==> src/rtl/sjram_arbiter.sv <==
// sjram_arbiter: shares one single-port work RAM
// between CPU, video fetch and a fill engine.
module sjram_arbiter #(
  parameter int              AW          = 11,
  parameter int              DW          = 8,
  parameter logic [DW-1:0]   CLR_VALUE   = 8'h00,
  parameter int              CPU_MAXWAIT = 4
) (
  input  logic          clk,
  input  logic          nRESET,
  input  logic          cpu_req,
  input  logic          cpu_we,
  input  logic [AW-1:0] cpu_addr,
  input  logic [DW-1:0] cpu_din,
  output logic          cpu_ack,
  output logic [DW-1:0] cpu_dout,
  input  logic          vid_req,
  input  logic [AW-1:0] vid_addr,
  output logic          vid_ack,
  output logic [DW-1:0] vid_dout,
  input  logic          clr_start,
  output logic          clr_busy,
  output logic          clr_done,
  output logic [AW-1:0] ram_addr,
  output logic [DW-1:0] ram_data,
  output logic          ram_cen,
  output logic          ram_nWE,
  input  logic [DW-1:0] ram_q
);

  localparam int WW = $clog2(CPU_MAXWAIT + 1);

  typedef enum logic [1:0] {
    IDLE,
    CPU_RD,
    VID_RD,
    CPU_WR
  } state_e;

  state_e        state_q, state_d;
  logic [WW-1:0] wait_q, wait_d;
  logic [AW-1:0] clr_addr_q, clr_addr_d;
  logic          clr_busy_q, clr_busy_d;
  logic          clr_done_q, clr_done_d;
  logic          cpu_ack_q, cpu_ack_d;
  logic [DW-1:0] cpu_dout_q, cpu_dout_d;
  logic          vid_ack_q, vid_ack_d;
  logic [DW-1:0] vid_dout_q, vid_dout_d;
  logic [AW-1:0] ram_addr_q, ram_addr_d;
  logic [DW-1:0] ram_data_q, ram_data_d;
  logic          ram_cen_q, ram_cen_d;
  logic          ram_nwe_q, ram_nwe_d;
  logic          cpu_first;

  // CPU overrides video once it has been bypassed too often
  assign cpu_first = cpu_req
                   && (wait_q >= WW'(CPU_MAXWAIT));

  // Arbitration, access sequencing and fill engine
  always_comb begin
    state_d    = state_q;
    wait_d     = wait_q;
    clr_addr_d = clr_addr_q;
    clr_busy_d = clr_busy_q;
    clr_done_d = 1'b0;
    cpu_ack_d  = 1'b0;
    cpu_dout_d = cpu_dout_q;
    vid_ack_d  = 1'b0;
    vid_dout_d = vid_dout_q;
    ram_addr_d = ram_addr_q;
    ram_data_d = ram_data_q;
    ram_cen_d  = 1'b0;
    ram_nwe_d  = 1'b1;

    if (!cpu_req) wait_d = '0;

    if (clr_start && !clr_busy_q) begin
      clr_busy_d = 1'b1;
      clr_addr_d = '0;
    end

    unique case (state_q)
      IDLE: begin
        if (vid_req && !cpu_first) begin
          ram_addr_d = vid_addr;
          ram_cen_d  = 1'b1;
          state_d    = VID_RD;
          if (cpu_req) wait_d = wait_q + 1'b1;
        end else if (cpu_req) begin
          ram_addr_d = cpu_addr;
          ram_cen_d  = 1'b1;
          wait_d     = '0;
          if (cpu_we) begin
            ram_data_d = cpu_din;
            ram_nwe_d  = 1'b0;
            state_d    = CPU_WR;
          end else begin
            state_d    = CPU_RD;
          end
        end else if (clr_busy_q) begin
          ram_addr_d = clr_addr_q;
          ram_data_d = CLR_VALUE;
          ram_cen_d  = 1'b1;
          ram_nwe_d  = 1'b0;
          clr_addr_d = clr_addr_q + 1'b1;
          if (&clr_addr_q) begin
            clr_busy_d = 1'b0;
            clr_done_d = 1'b1;
          end
        end
      end
      CPU_RD: begin
        cpu_dout_d = ram_q;
        cpu_ack_d  = 1'b1;
        state_d    = IDLE;
      end
      VID_RD: begin
        vid_dout_d = ram_q;
        vid_ack_d  = 1'b1;
        state_d    = IDLE;
      end
      CPU_WR: begin
        cpu_ack_d  = 1'b1;
        state_d    = IDLE;
      end
    endcase
  end

  // State and registered RAM/requester outputs
  always_ff @(posedge clk or negedge nRESET) begin
    if (!nRESET) begin
      state_q    <= IDLE;
      wait_q     <= '0;
      clr_addr_q <= '0;
      clr_busy_q <= 1'b0;
      clr_done_q <= 1'b0;
      cpu_ack_q  <= 1'b0;
      cpu_dout_q <= '0;
      vid_ack_q  <= 1'b0;
      vid_dout_q <= '0;
      ram_addr_q <= '0;
      ram_data_q <= '0;
      ram_cen_q  <= 1'b0;
      ram_nwe_q  <= 1'b1;
    end else begin
      state_q    <= state_d;
      wait_q     <= wait_d;
      clr_addr_q <= clr_addr_d;
      clr_busy_q <= clr_busy_d;
      clr_done_q <= clr_done_d;
      cpu_ack_q  <= cpu_ack_d;
      cpu_dout_q <= cpu_dout_d;
      vid_ack_q  <= vid_ack_d;
      vid_dout_q <= vid_dout_d;
      ram_addr_q <= ram_addr_d;
      ram_data_q <= ram_data_d;
      ram_cen_q  <= ram_cen_d;
      ram_nwe_q  <= ram_nwe_d;
    end
  end

  assign cpu_ack  = cpu_ack_q;
  assign cpu_dout = cpu_dout_q;
  assign vid_ack  = vid_ack_q;
  assign vid_dout = vid_dout_q;
  assign clr_busy = clr_busy_q;
  assign clr_done = clr_done_q;
  assign ram_addr = ram_addr_q;
  assign ram_data = ram_data_q;
  assign ram_cen  = ram_cen_q;
  assign ram_nWE  = ram_nwe_q;

endmodule

==> config.mk <==
export PLATFORM = sky130hd
export DESIGN_NAME = sjram_arbiter
export DESIGN_NICKNAME = d
export VERILOG_FILES = /design/src/rtl/sjram_arbiter.sv
export SDC_FILE = /design/constraint.sdc
export NUM_CORES = 1
export LEC_CHECK = 0
export CAP_MARGIN = 10
export CORE_ASPECT_RATIO = 1.25
export CORE_MARGIN = 10
export CORE_UTILIZATION = 30
export CTS_BUF_LIST = sky130_fd_sc_hd__clkbuf_8
export DETAILED_ROUTE_END_ITERATION = 12
export PLACE_DENSITY = 0.56
export SYNTH_ARGS = -nofsm -noshare
export SYNTH_HDL_FRONTEND = slang
export SYNTH_SLANG_ARGS = --single-unit
==> constraint.sdc <==
create_clock -name clk -period 1.75 [get_ports clk]
set_input_delay 0.35 -clock clk [delete_from_list [all_inputs] [get_ports clk]]
set_output_delay 0.35 -clock clk [all_outputs]
set_load 0.02 [all_outputs]
# After elaboration in Yosys (flattened, before gate mapping)
# Index checks and enable logic that the tools add are counted.
[classes]
n_addsub = 2
order_cmp = 1
eq_ne = 5
n_mux = 42
bitwise = 1
n_reduce_logical = 13
[ops]
columns = ["cell", "n"]
rows = [
  ["$mux 11", 8],
  ["$mux 8", 3],
  ["$mux 1", 22],
  ["$mux 3", 5],
  ["$add 11x1->11 const B", 1],
  ["$reduce_and 11->1", 1],
  ["$mux 2", 3],
  ["$eq 2x2->1 const B", 2],
  ["$pmux 2 s2", 1],
  ["$reduce_and 4->1", 1],
  ["$add 3x1->3 const B", 1],
  ["$ge 3x3->1 const B", 1],
  ["$logic_and 1x1->1", 3],
  ["$ne 3x3->1 const B", 1],
  ["$reduce_bool 3->1", 1],
  ["$reduce_or 3->1", 1],
  ["$eq 2x1->1 const B", 1],
  ["$logic_not 1->1", 2],
  ["$logic_not 2->1", 1],
  ["$ne 2x1->1 const B", 1],
  ["$reduce_and 2->1", 1],
  ["$reduce_bool 2->1", 1],
  ["$reduce_or 2->1", 1],
  ["$not 1->1", 1],
]
[totals]
regBits = 57

# Longest topological paths before layout
[logic_depth]
depth_word = 8
depth_mapped = 7
depth_no_buf = 4

# Worst setup path after synthesis
# No wires, ideal clock.
[synth_path]
path_type = "input-to-reg"
from = "in cpu_req"
to = "reg clr_addr_q[8]"
setup_time_ns = 0.136
t_arrival_ns = 1.893
slack_ns = -0.279
path_stages = 6
path_buffers = 2
path_cell_list = "buf_6 > or4b_4 > or3b_1 > buf_6 > o311ai_1 > o41ai_1"
[synth_between]
elab_chain_len = 5
elab_cells_between_ends = 6
[synth_lines]
columns = ["item", "line", "text"]
rows = [
  ["from (decl)", "11", "input logic cpu_req,"],
  ["$logic_and 1x1->1", "57", "&& (wait_q >= WW'(CPU_MAXWAIT));"],
  ["$logic_not 1->1", "84", "if (vid_req && !cpu_first) begin"],
  ["$logic_and 1x1->1", "84", ""],
  ["$mux 11 (*)", "84", ""],
  ["$mux 11 (*)", "82", "unique case (state_q)"],
  ["net clr_addr_d[8]", "42", "logic [AW-1:0] clr_addr_q, clr_addr_d;"],
  ["to (signal assigned)", "148", "clr_addr_q <= clr_addr_d;"],
  ["to (decl)", "42", ""],
]
# The timed path passes the listed nets; every way through them passes the cells marked *.
# A chain may end at the register's enable or synchronous reset.

# Worst setup path in the final report
[layout_path]
from = "reg state_q[1]"
to = "reg clr_addr_q[8]"
[layout_between]
elab_chain_len = 2
[layout_lines]
columns = ["item", "line", "text"]
rows = [
  ["from (decl)", "40", "state_e state_q, state_d;"],
  ["from (signal assigned)", "146", "state_q <= state_d;"],
  ["$logic_not 2->1", "82", ""],
  ["$mux 11", "82", ""],
  ["net clr_addr_d[8]", "42", ""],
]
# The timed path passes the listed nets, and every way through them passes these cells.

==> summary.md <==
| Metric | Value |
|---|---|
| Post-synth ARST share | `100%` |
| Syn nets | `265` |
| Slew HR | `approximately 66%` |
| Most common cell after layout, fill and taps aside | `clkdlybuf4s50_1` |
| Synthesis-to-finish area growth | `52.7%` |
| Crit end category | `flop` |
| Core Region | `slightly above 8000 um^2` |
| Run status | `finished, violations left` |
| Final non-filler cell area | `between 3000 and 4000 um^2` |
| N_diodes | `0` |
| Slowest cell on crit path | `or4b_4` |
| DRC Markers | `0` |
| Fin Hold WS | `0.481 ns` |
| Gate count after technology mapping | `roughly 220` |
| PwrDens | `around 1100 nW/um^2` |
| Final Core Density | `46.5%` |
| DIE AREA | `about 12000 um^2` |
| Violated checks | `negative setup slack` |
| Setup TNS | `-0.650 ns` |
| Post-Route WL | `slightly below 7 mm` |
| Fmax | `around 0.54 GHz` |
| Maximum VDD drop | `around 0.72 mV` |
| # IOs | `85` |
| DIE HEIGHT | `122 um` |
| Num CTS Buffers | `9` |
| Port Buffers | `84` |
| Commonest cells after routing, fill and taps aside | `clkdlybuf4s50_1, dfrtp_1, nand2_1, o21ai_0, mux2i_1` |
| Cell-by-cell listing of the critical path | `or4b_4, or3b_4, o311ai_4, o41ai_2` |
| Maximum Capacitance Violations | `0` |
| Register bit count reported by yosys | `between 50 and 60` |
| Initial DRC Count | `63` |
| Layout cells sized above 1 | `between 10% and 20%` |
| Mapped Area | `around 2500 um^2` |
| Unique masters post-synth | `32` |
| # H-tree levels | `3` |
| Wire length of the first global-routing pass | `11.0 mm` |
| Hold Vio Cnt, Final | `0` |
| Row count | `37` |
| Initial Util | `a little under a third` |
| Largest cells by area after synthesis | `dfrtp_1, mux2i_1, mux2_2` |
| Synth area leader | `dfrtp_1` |
| CTS clock-pin slew for the worst setup and hold paths | `0.07 ns` |
| Period utilisation layout | `106%` |
| RSZ-0062 raised after global routing | `yes` |
| GPL Wtd Cong | `~0.76` |
| CTS tree | `done` |
| Synth top area share | `a little under three fifths` |
| Worst Max-Slew Pin Slew | `around 0.5 ns` |
| DR pass1 iterations | `5` |
| Max Slew Vio Count | `0` |
| CTS sink count | `57` |
| Final min period | `about 1.9 ns` |
| Setup CP Type | `flop to flop` |
| Yosys warnings | `0` |
| Largest stage delay, worst path | `about 0.54 ns` |
| Setup WS pre-CTS | `-0.590 ns` |
| Crit start category | `flop` |
| Final setup fails | `11` |
| Crit-path max FO | `6` |
| Vias in the first global route | `about 2000` |
| Worst Clk Skew | `around 0.0068 ns` |
| Final ANT Viol Nets | `0` |
| Die width | `about 100 um` |
| Hold crit path type | `flop to flop` |
| Clock tree buffer depth | `2` |
| Largest delay share family, worst path | `simple AND/OR/NAND/NOR gates` |
| Initial antenna violation count | `0` |
| CP Data Arrival Time | `approximately 2.1 ns` |
| DP HPWL | `between 5 and 6 mm` |
| Req. time, crit path | `between 1.5 and 2 ns` |
| Total power | `4.19 mW` |
| Vias per std cell | `4.68` |
| Post-DR wirelength/cell | `between 15 and 20 um` |
| Number of flops mapped to enable cells by yosys | `0` |
| Placed cell areas | `3550 um^2` |
| P_leak | `about 1.7 nW` |
| Worst-Skew Late Latency | `roughly 0.33 ns` |
| Post-synthesis area per instance | `between 10 and 15 um^2` |
| Nets@finish | `around 370` |
| # placed instances | `roughly 400` |
| Post-synthesis sequential area ratio | `57.5%` |
| Largest net degree at the start of global routing | `24` |
| Setup ws final | `-0.104 ns` |
| Via Count | `just under 2000` |
| Root Buffer | `clkbuf_8` |
| CP Buf/Inv Count | `0` |
| Top FF cell, synth | `dfrtp_1` |
| Total GRT Usage | `11.2%` |
| GRT Residual Overflow | `0` |
| Non-filler cells, final | `approximately 420` |
metal layers:
metal | routed length, um | global-route usage, % | share of wire [%]
met5 | 0 | 0 | 0
met4 | 70 | 4.45 | 1.0
met3 | 519 | 4.25 | 7.7
met2 | 3130 | 17.1 | 47
met1 | 3000 | 14.1 | 45
flip-flops by register name, indices dropped and copies added (netlist names):
signal      count
clr_busy        1
ram_cen         1
ram_nWE         1
ram_addr       11
vid_dout        8
wait_q          3
clr_done        1
cpu_dout        8
clr_addr_q     11
cpu_ack         1
ram_data        8
state_q         2
vid_ack         1
worst register-to-register path, stage by stage (launching register included):
cell	delay [ns]
dfrtp_1	0.39
or4b_4	0.54
or3b_4	0.45
o311ai_4	0.24
o41ai_2	0.12
power by group:
group	total (mW)	switching [mW]	internal, mW
clock	1.03	0.534	0.497
combinational	1.39	0.660	0.730
sequential	1.77	0.180	1.59
final cells by class:
| class | count | area [um^2] |
|---|---|---|
| repair buffers | 104 | 1040 |
| well taps | 97 | 121 |
| clock inverters | 7 | 38.8 |
| flip-flops and latches | 57 | 1430 |
| clock buffers | 9 | 124 |
| multi-input cells | 146 | 1030 |
| fillers | 777 | 4360 |
| inverters | 3 | 11.3 |
cell families after synthesis:
family / count (synthesis) / synth area share, %
AOI/OAI and AO/OA: 43 / 10.8
buffers and inverters: 16 / 3.03
adders and majority gates: 2 / 1.01
and+or+nand+nor: 67 / 13.1
DFF: 57 / 57.5
muxes: 34 / 14.5
worst paths after layout:
| check | from | to | slack, ns | cells after the start |
|---|---|---|---|---|
| worst max-delay path | state_q[1] | clr_addr_q[8] | -0.10 | 4 |
| worst min-delay path | ram_addr[4] | ram_addr[4] | 0.48 | 2 |
| worst max register to register | state_q[1] | clr_addr_q[8] | -0.10 | 4 |
| worst min register to register | ram_addr[4] | ram_addr[4] | 0.48 | 2 |
| max in group asynchronous | nRESET | ram_nWE | 0.63 | 3 |
| min in group asynchronous | nRESET | ram_addr[4] | 0.55 | 2 |
Yosys cell counts (2+ instances only):
cell type / instances
dfrtp_1: 56
nand2_1: 39
o21ai_0: 25
mux2i_1: 18
mux2_2: 16
clkbuf_1: 11
a22o_1: 8
nor2_1: 6
nand3_1: 4
a21oi_1: 3
inv_1: 3
nor2b_1: 3
and2_1: 2
buf_6: 2
ha_1: 2
nand2b_1: 2
nand4_1: 2
nor3_1: 2
o31ai_1: 2
timing repair:
item / 4_1_cts / 5_1_grt
setup endpoints to repair: 20 / 19
hold buffers: 1 / 0
gates resized for setup: 6 / 6
setup buffers: 2 / 1
hold endpoints to repair: 16 / 0
pin swaps: 2 / 1
Note: power is estimated with default switching activity, not from simulation.
